===== src/rtl/regfile_sb.sv =====
// regfile_sb
//    Parametrised register file for the RISC datapath. It has one write port,
//    two independent combinational read ports, optional same-cycle write-to-read
//    bypass and an optional hardwired-zero register 0. A per-register pending
//    (scoreboard) bit lets the controller reserve a destination register. Reads
//    that depend on an outstanding write then report busy.
//
// Parameters
//    WIDTH     data width
//    DEPTH     number of registers (power of two, >= 2)
//    AW        register-number width, derived from DEPTH
//    BYPASS    1: a same-cycle write is forwarded to the read ports
//    ZERO_REG  1: register 0 reads 0 and is never written or reserved
//
// Ports
//    clk, rst_n               rising-edge clock, async active-low reset
//    data_in/writenum/write   write port
//    readnum_a/data_out_a     read port A
//    readnum_b/data_out_b     read port B
//    reserve/reservenum       set pending bit of reservenum
//    busy_a/busy_b            selected register has an outstanding producer
//    pending                  all pending bits, bit i = register i

module regfile_sb #(
   parameter int WIDTH    = 16,
   parameter int DEPTH    = 8,
   parameter int AW       = $clog2(DEPTH),
   parameter int BYPASS   = 1,
   parameter int ZERO_REG = 0
) (
   input  logic             clk,
   input  logic             rst_n,
   input  logic [WIDTH-1:0] data_in,
   input  logic [AW-1:0]    writenum,
   input  logic             write,
   input  logic [AW-1:0]    readnum_a,
   input  logic [AW-1:0]    readnum_b,
   output logic [WIDTH-1:0] data_out_a,
   output logic [WIDTH-1:0] data_out_b,
   input  logic             reserve,
   input  logic [AW-1:0]    reservenum,
   output logic             busy_a,
   output logic             busy_b,
   output logic [DEPTH-1:0] pending
);

   logic [WIDTH-1:0] r_mem [DEPTH];
   logic [DEPTH-1:0] r_pending;

   logic             w_wr_en;
   logic             w_hit_a;
   logic             w_hit_b;
   logic [DEPTH-1:0] w_pend_nxt;

   // Writes that target a hardwired-zero register 0 are dropped.
   assign w_wr_en = write && !((ZERO_REG != 0) && (writenum == '0));

   // Read-port hits on the in-flight write. These are used for bypass and
   // for busy suppression.
   assign w_hit_a = (BYPASS != 0) && write && (writenum == readnum_a);
   assign w_hit_b = (BYPASS != 0) && write && (writenum == readnum_b);

   // Storage
   always_ff @(posedge clk or negedge rst_n) begin
      if (!rst_n) begin
         for (int unsigned i = 0; i < DEPTH; i++) begin
            r_mem[i[AW-1:0]] <= '0;
         end
      end else if (w_wr_en) begin
         r_mem[writenum] <= data_in;
      end
   end

   // Pending-bit update. The reserve is applied after the write-clear, so
   // set wins when both name the same register. Register 0 is forced clear
   // when it is hardwired to zero.
   always_comb begin
      w_pend_nxt = r_pending;
      if (write) begin
         w_pend_nxt[writenum] = 1'b0;
      end
      if (reserve) begin
         w_pend_nxt[reservenum] = 1'b1;
      end
      if (ZERO_REG != 0) begin
         w_pend_nxt[0] = 1'b0;
      end
   end

   always_ff @(posedge clk or negedge rst_n) begin
      if (!rst_n) begin
         r_pending <= '0;
      end else begin
         r_pending <= w_pend_nxt;
      end
   end

   // Read ports. Zero-register forcing takes priority over bypass.
   always_comb begin
      data_out_a = r_mem[readnum_a];
      if ((ZERO_REG != 0) && (readnum_a == '0)) begin
         data_out_a = '0;
      end else if (w_hit_a) begin
         data_out_a = data_in;
      end
   end

   always_comb begin
      data_out_b = r_mem[readnum_b];
      if ((ZERO_REG != 0) && (readnum_b == '0)) begin
         data_out_b = '0;
      end else if (w_hit_b) begin
         data_out_b = data_in;
      end
   end

   // A read that bypass already satisfies does not stall.
   assign busy_a  = r_pending[readnum_a] && !w_hit_a;
   assign busy_b  = r_pending[readnum_b] && !w_hit_b;
   assign pending = r_pending;

endmodule


===== config.mk =====
export PLATFORM = sky130hd
export DESIGN_NAME = regfile_sb
export DESIGN_NICKNAME = d
export VERILOG_FILES = /design/src/rtl/regfile_sb.sv
export SDC_FILE = /design/constraint.sdc
export NUM_CORES = 1
export LEC_CHECK = 0
export CORE_MARGIN = 8
export CORE_UTILIZATION = 60
export CTS_BUF_LIST = sky130_fd_sc_hd__clkbuf_2 sky130_fd_sc_hd__clkbuf_4 sky130_fd_sc_hd__clkbuf_8
export DETAILED_ROUTE_END_ITERATION = 12
export GPL_TIMING_DRIVEN = 0
export HOLD_SLACK_MARGIN = 0.1
export PLACE_DENSITY_LB_ADDON = 0.1
export SLEW_MARGIN = 5
export SYNTH_ARGS = -nofsm -noshare
export SYNTH_HDL_FRONTEND = slang
export SYNTH_SLANG_ARGS = --single-unit

===== constraint.sdc =====
create_clock -name clk -period 7.2 [get_ports clk]
set_input_delay 1.44 -clock clk [delete_from_list [all_inputs] [get_ports clk]]
set_output_delay 1.44 -clock clk [all_outputs]
set_load 0.01 [all_outputs]

== Word level (Yosys, flattened, before mapping) ==
Cells that the tools add are included.

* Order comparisons: 10
* Eq/ne operators: 2
* Multiplexer cells: 21
* Bitwise gates (word level): 6
* Reductions and logical operators: 9

{| class="wikitable"
|+ Operator list
! operator !! number
|-
| $bwmux 128 || 1
|-
| $mux 16 || 7
|-
| $bmux 16 s3 || 2
|-
| $demux 16 s3 || 1
|-
| $lt 3x4->1 const B || 4
|-
| $mux 8 || 2
|-
| $ge 4x4->1 const B || 3
|-
| $not 3->4 || 3
|-
| $and 8x8->8 || 1
|-
| $not 8->8 || 1
|-
| $or 8x8->8 || 1
|-
| $logic_and 1x1->1 || 7
|-
| $bmux 1 s3 || 2
|-
| $demux 1 s3 || 2
|-
| $eq 3x3->1 || 2
|-
| $ge 3x1->1 const B || 2
|-
| $lt 4x1->1 const B || 1
|-
| $mux 1 || 4
|-
| $logic_not 1->1 || 2
|}

* Flip-flop bits (word level): 136
* Bits of input ports: 32
* Output and inout bits: 42
* Logic and storage cells: 57

== Logic depth before layout (Yosys ltp) ==
* Depth after elaboration: 9
* Gate-level depth with buffers: 6
* Gate-level depth less buffers: 3

== Least setup slack after synthesis ==
OpenSTA, ideal clock, no wires.

* Kind: in2out
* From: input port readnum_b[1]
* To: output port data_out_b[11]
* Arrival: 2.872 ns
* Slack: 2.888 ns
* Cell stages on the path: 5
* Path buffers: 2
* Cell sequence: clkbuf_1 -> buf_1 -> mux4_2 -> mux2_2 -> mux2_4

* Longest elaborated chain between the ends: 5

{| class="wikitable"
|+ Ends and longest elaborated chain
! element !! RTL line !! source
|-
| from (decl) || 37 || <nowiki>input logic [AW-1:0] readnum_b,</nowiki>
|-
| $not 3->4 (implied by the code) || 109 || <nowiki>data_out_b = r_mem[readnum_b];</nowiki>
|-
| $bmux 16 s3 || 109 ||
|-
| $mux 16 (implied by the code) (2 in series) || 109 ||
|-
| $mux 16 (*) || 112 || <nowiki>end else if (w_hit_b) begin</nowiki>
|-
| to (decl) || 39 || <nowiki>output logic [WIDTH-1:0] data_out_b,</nowiki>
|}

Every way passes the cells marked *; elsewhere a longest branch is shown, timed or not. The select of a mux whose other input is x is not followed.

== Worst setup path in the final report ==
* From: input port readnum_a[1]
* To: output port data_out_a[12]

* Longest elaborated chain between the ends: 5

{| class="wikitable"
|+ Ends and longest elaborated chain
! element !! RTL line !! source
|-
| from (decl) || 36 || <nowiki>input logic [AW-1:0] readnum_a,</nowiki>
|-
| $not 3->4 (implied by the code) || 100 || <nowiki>data_out_a = r_mem[readnum_a];</nowiki>
|-
| $bmux 16 s3 || 100 ||
|-
| $mux 16 (implied by the code) (2 in series) || 100 ||
|-
| $mux 16 (*) || 103 || <nowiki>end else if (w_hit_a) begin</nowiki>
|-
| to (decl) || 38 || <nowiki>output logic [WIDTH-1:0] data_out_a,</nowiki>
|}

Marks and branches as above.

==> impl_metrics.ini <==
[floorplanning]
initial_core_util_pct = 60.8
coreArea_um2 = 13100
rows = 42
fp.dieW_um = 131
die_h_um = 131
pin_count = 74
die_area_um2 = 17200

[power]
peakVddDrop_v = 0.000182
p_sw_share_pct = 26.8
clkPwrFrac_pct = 24.8
powerDensity_nw_per_um2 = 262
combPwrFrac_pct = 31.0
cellLeakagePower_uw = 0.00386
power.share.sequential_pct = 44.2
p_int_uw = 1730
p_sw_uw = 635

[timing]
worst_pin_slew_ns = 0.882
fmax_mhz = 187
relSlewSlack_pct = 40.9
period_share_pct = 74.5
slew_violations = 0
skew_ns = 0
setup_viol = 0
rsz0062_at_grt = no
finalSetupTns_ns = 0
period_needed_ns = 5.36
hold_viol_final = 0

[routing]
dr.pass1.iters = 7
vias = 4742
wire_per_inst_um = 25.1
viasPerCell = 6.38
finalWirelength_um = 18700
drc = 0
drt_iter0_markers = 323
ant_nets = 0

[synth]
netlist_instances = 489
synth-warning-count = 0
synth_edf_count = 0
synthArstFlopShare_pct = 100
synth-seq-cells = 136
synth_cell_types = 22
synthTopCellsByArea = dfrtp_1, mux2_2, mux4_1
synth.most_common_cell = mux2_2
synth_ff_type = dfrtp_1
syn_area_um2 = 7960
yosysTopAreaCellShare_pct = 42.8
syn-num-nets = 521
synth_common_cells = mux2_2, dfrtp_1, mux4_1
yosys.area.top_type = dfrtp_1
yosysSeqAreaShare_pct = 42.8
synth.avg_cell_area_um2 = 16.3

[worst_setup_path]
worstPathArrival_ns = 3.92
critPathLaunchType = primary input
critical_path_class = primary input to primary output
crit_fanout = 10
crit_path_end = data_out_a[12]
reg2reg_slack_ns = 6.40
r2r_end = r_mem[82]
cp-startpoint = readnum_a[1]
critPathRequiredTime_ns = 5.76
r2r_cells = 1
end_kind = primary output
rr_startpoint = r_mem[82]

[finish]
fin_util_pct = 69.1
antennaDiodeCount = 0
layout.cells.non_filler = 743
fin_nets = 588
drive_gt1_share_pct = 45.7
area_growth_syn_to_layout_pct = 13.5

[global_routing]
grt_pass1_vias = 5359
grt_pass1_wl_um = 29600
antenna_found_initial = 0
grt_usage_pct = 22.4
gr-total-overflow = 0
grt_max_degree = 82

[clocking]
cts_sinks = 136
clockBufferDepth = 2
cts_setup_buffers = 0
cts_resized = 0
cts_made_buffers = 17
cts-root-buf = clkbuf_8
clock_latency_ns = 0.45
path_clk_slew_ns = 0.07
htree_levels = 4
holdBufCountCts = 0
cts_tree = built

[job]
maxCapViolations = 0

[placed_design]
numPortBuffers = 47
gp_congestion = 0.771
place_hpwl_um = 12400
dp.cells = 713

[outcome]
status = finished, final reports clean

[worst_hold_path]
hold_path.class = register to register
layer usage:
metal  vias up  part of all wire [%]  track usage [%]
li1       2077                     -                -
met1      2517                    41             26.4
met2       123                    52             39.1
met3        25                   4.3             4.95
met4         0                   1.8             8.84
met5         -                     0                0
cells by family after synthesis:
group,Yosys count,synth area share (%)
AND/OR/NAND/NOR,23,1.93
AO/OA/AOI/OAI,8,0.629
XOR/XNOR,6,0.660
flip-flops,136,42.8
multiplexers,262,50.2
buffers and inverters,54,3.85
stage by stage:
stage / hold WS [ns] / power [uW] / worst slack (ns) / cell area [um2]
2_1_floorplan: 0.485 / 1520 / 2.89 / 7960
3_3_place_gp: 0.494 / 1750 / -0.528 / 8650
3_5_place_dp: 0.507 / 1800 / 1.85 / 8680
4_1_cts: 0.523 / 2380 / 1.85 / 9040
5_1_grt: 0.538 / 2490 / 1.77 / 9040
6_report: 0.521 / 2360 / 1.84 / 9040
area by class of cell:
cell class,instances,area [um2]
Tap cell,176,220
Clock buffer,26,314
Fill cell,902,4050
Clock inverter,4,45.0
Timing Repair Buffer,48,499
Buffer,50,292
Multi-Input combinational cell,299,4250
Sequential cell,136,3400
Inverter,4,15.0
power groups by stage:
| stage | combinational (uW) | sequential, uW | clock [uW] |
|---|---|---|---|
| after global placement | 718 | 1040 | 0 |
| after detailed placement | 739 | 1060 | 0 |
| after global routing | 785 | 1070 | 633 |
| after floorplan | 502 | 1020 | 0 |
| after CTS | 742 | 1040 | 593 |
| final | 733 | 1050 | 585 |
worst max-delay path: stages:
cell             delay, ns
clkbuf_1              0.38
clkbuf_1              0.65
mux4_1                0.40
mux2_2                0.27
mux2_2                0.28
clkdlybuf4s50_1       0.50
cells in the final DEF (no fill, tap or decap), types with 8 or more instances in the layout:
cell / synthesis / routed
mux2_2: 184 / 184
mux4_1: 64 / 64
clkbuf_8: 0 / 19
mux2_4: 10 / 10
clkdlybuf4s50_1: 0 / 46
buf_2: 11 / 11
clkbuf_1: 8 / 8
dfrtp_1: 136 / 136
buf_6: 10 / 11
buf_1: 17 / 17
registers in the layout, summed over array words and instances (netlist names):
register and count:
r_mem 128, pending 8
how the worst min path moves through the flow:
stage	startpoint	end	slack [ns]	cells after the start
floorplan	r_mem[38]	r_mem[38]	0.48	1
global placement	r_mem[16]	r_mem[16]	0.49	1
detailed placement	r_mem[123]	r_mem[123]	0.51	1
CTS	r_mem[123]	r_mem[123]	0.52	1
global route	r_mem[52]	r_mem[52]	0.54	1
finish	r_mem[103]	r_mem[103]	0.52	1
No activity file was read; power rests on OpenSTA's default activity.
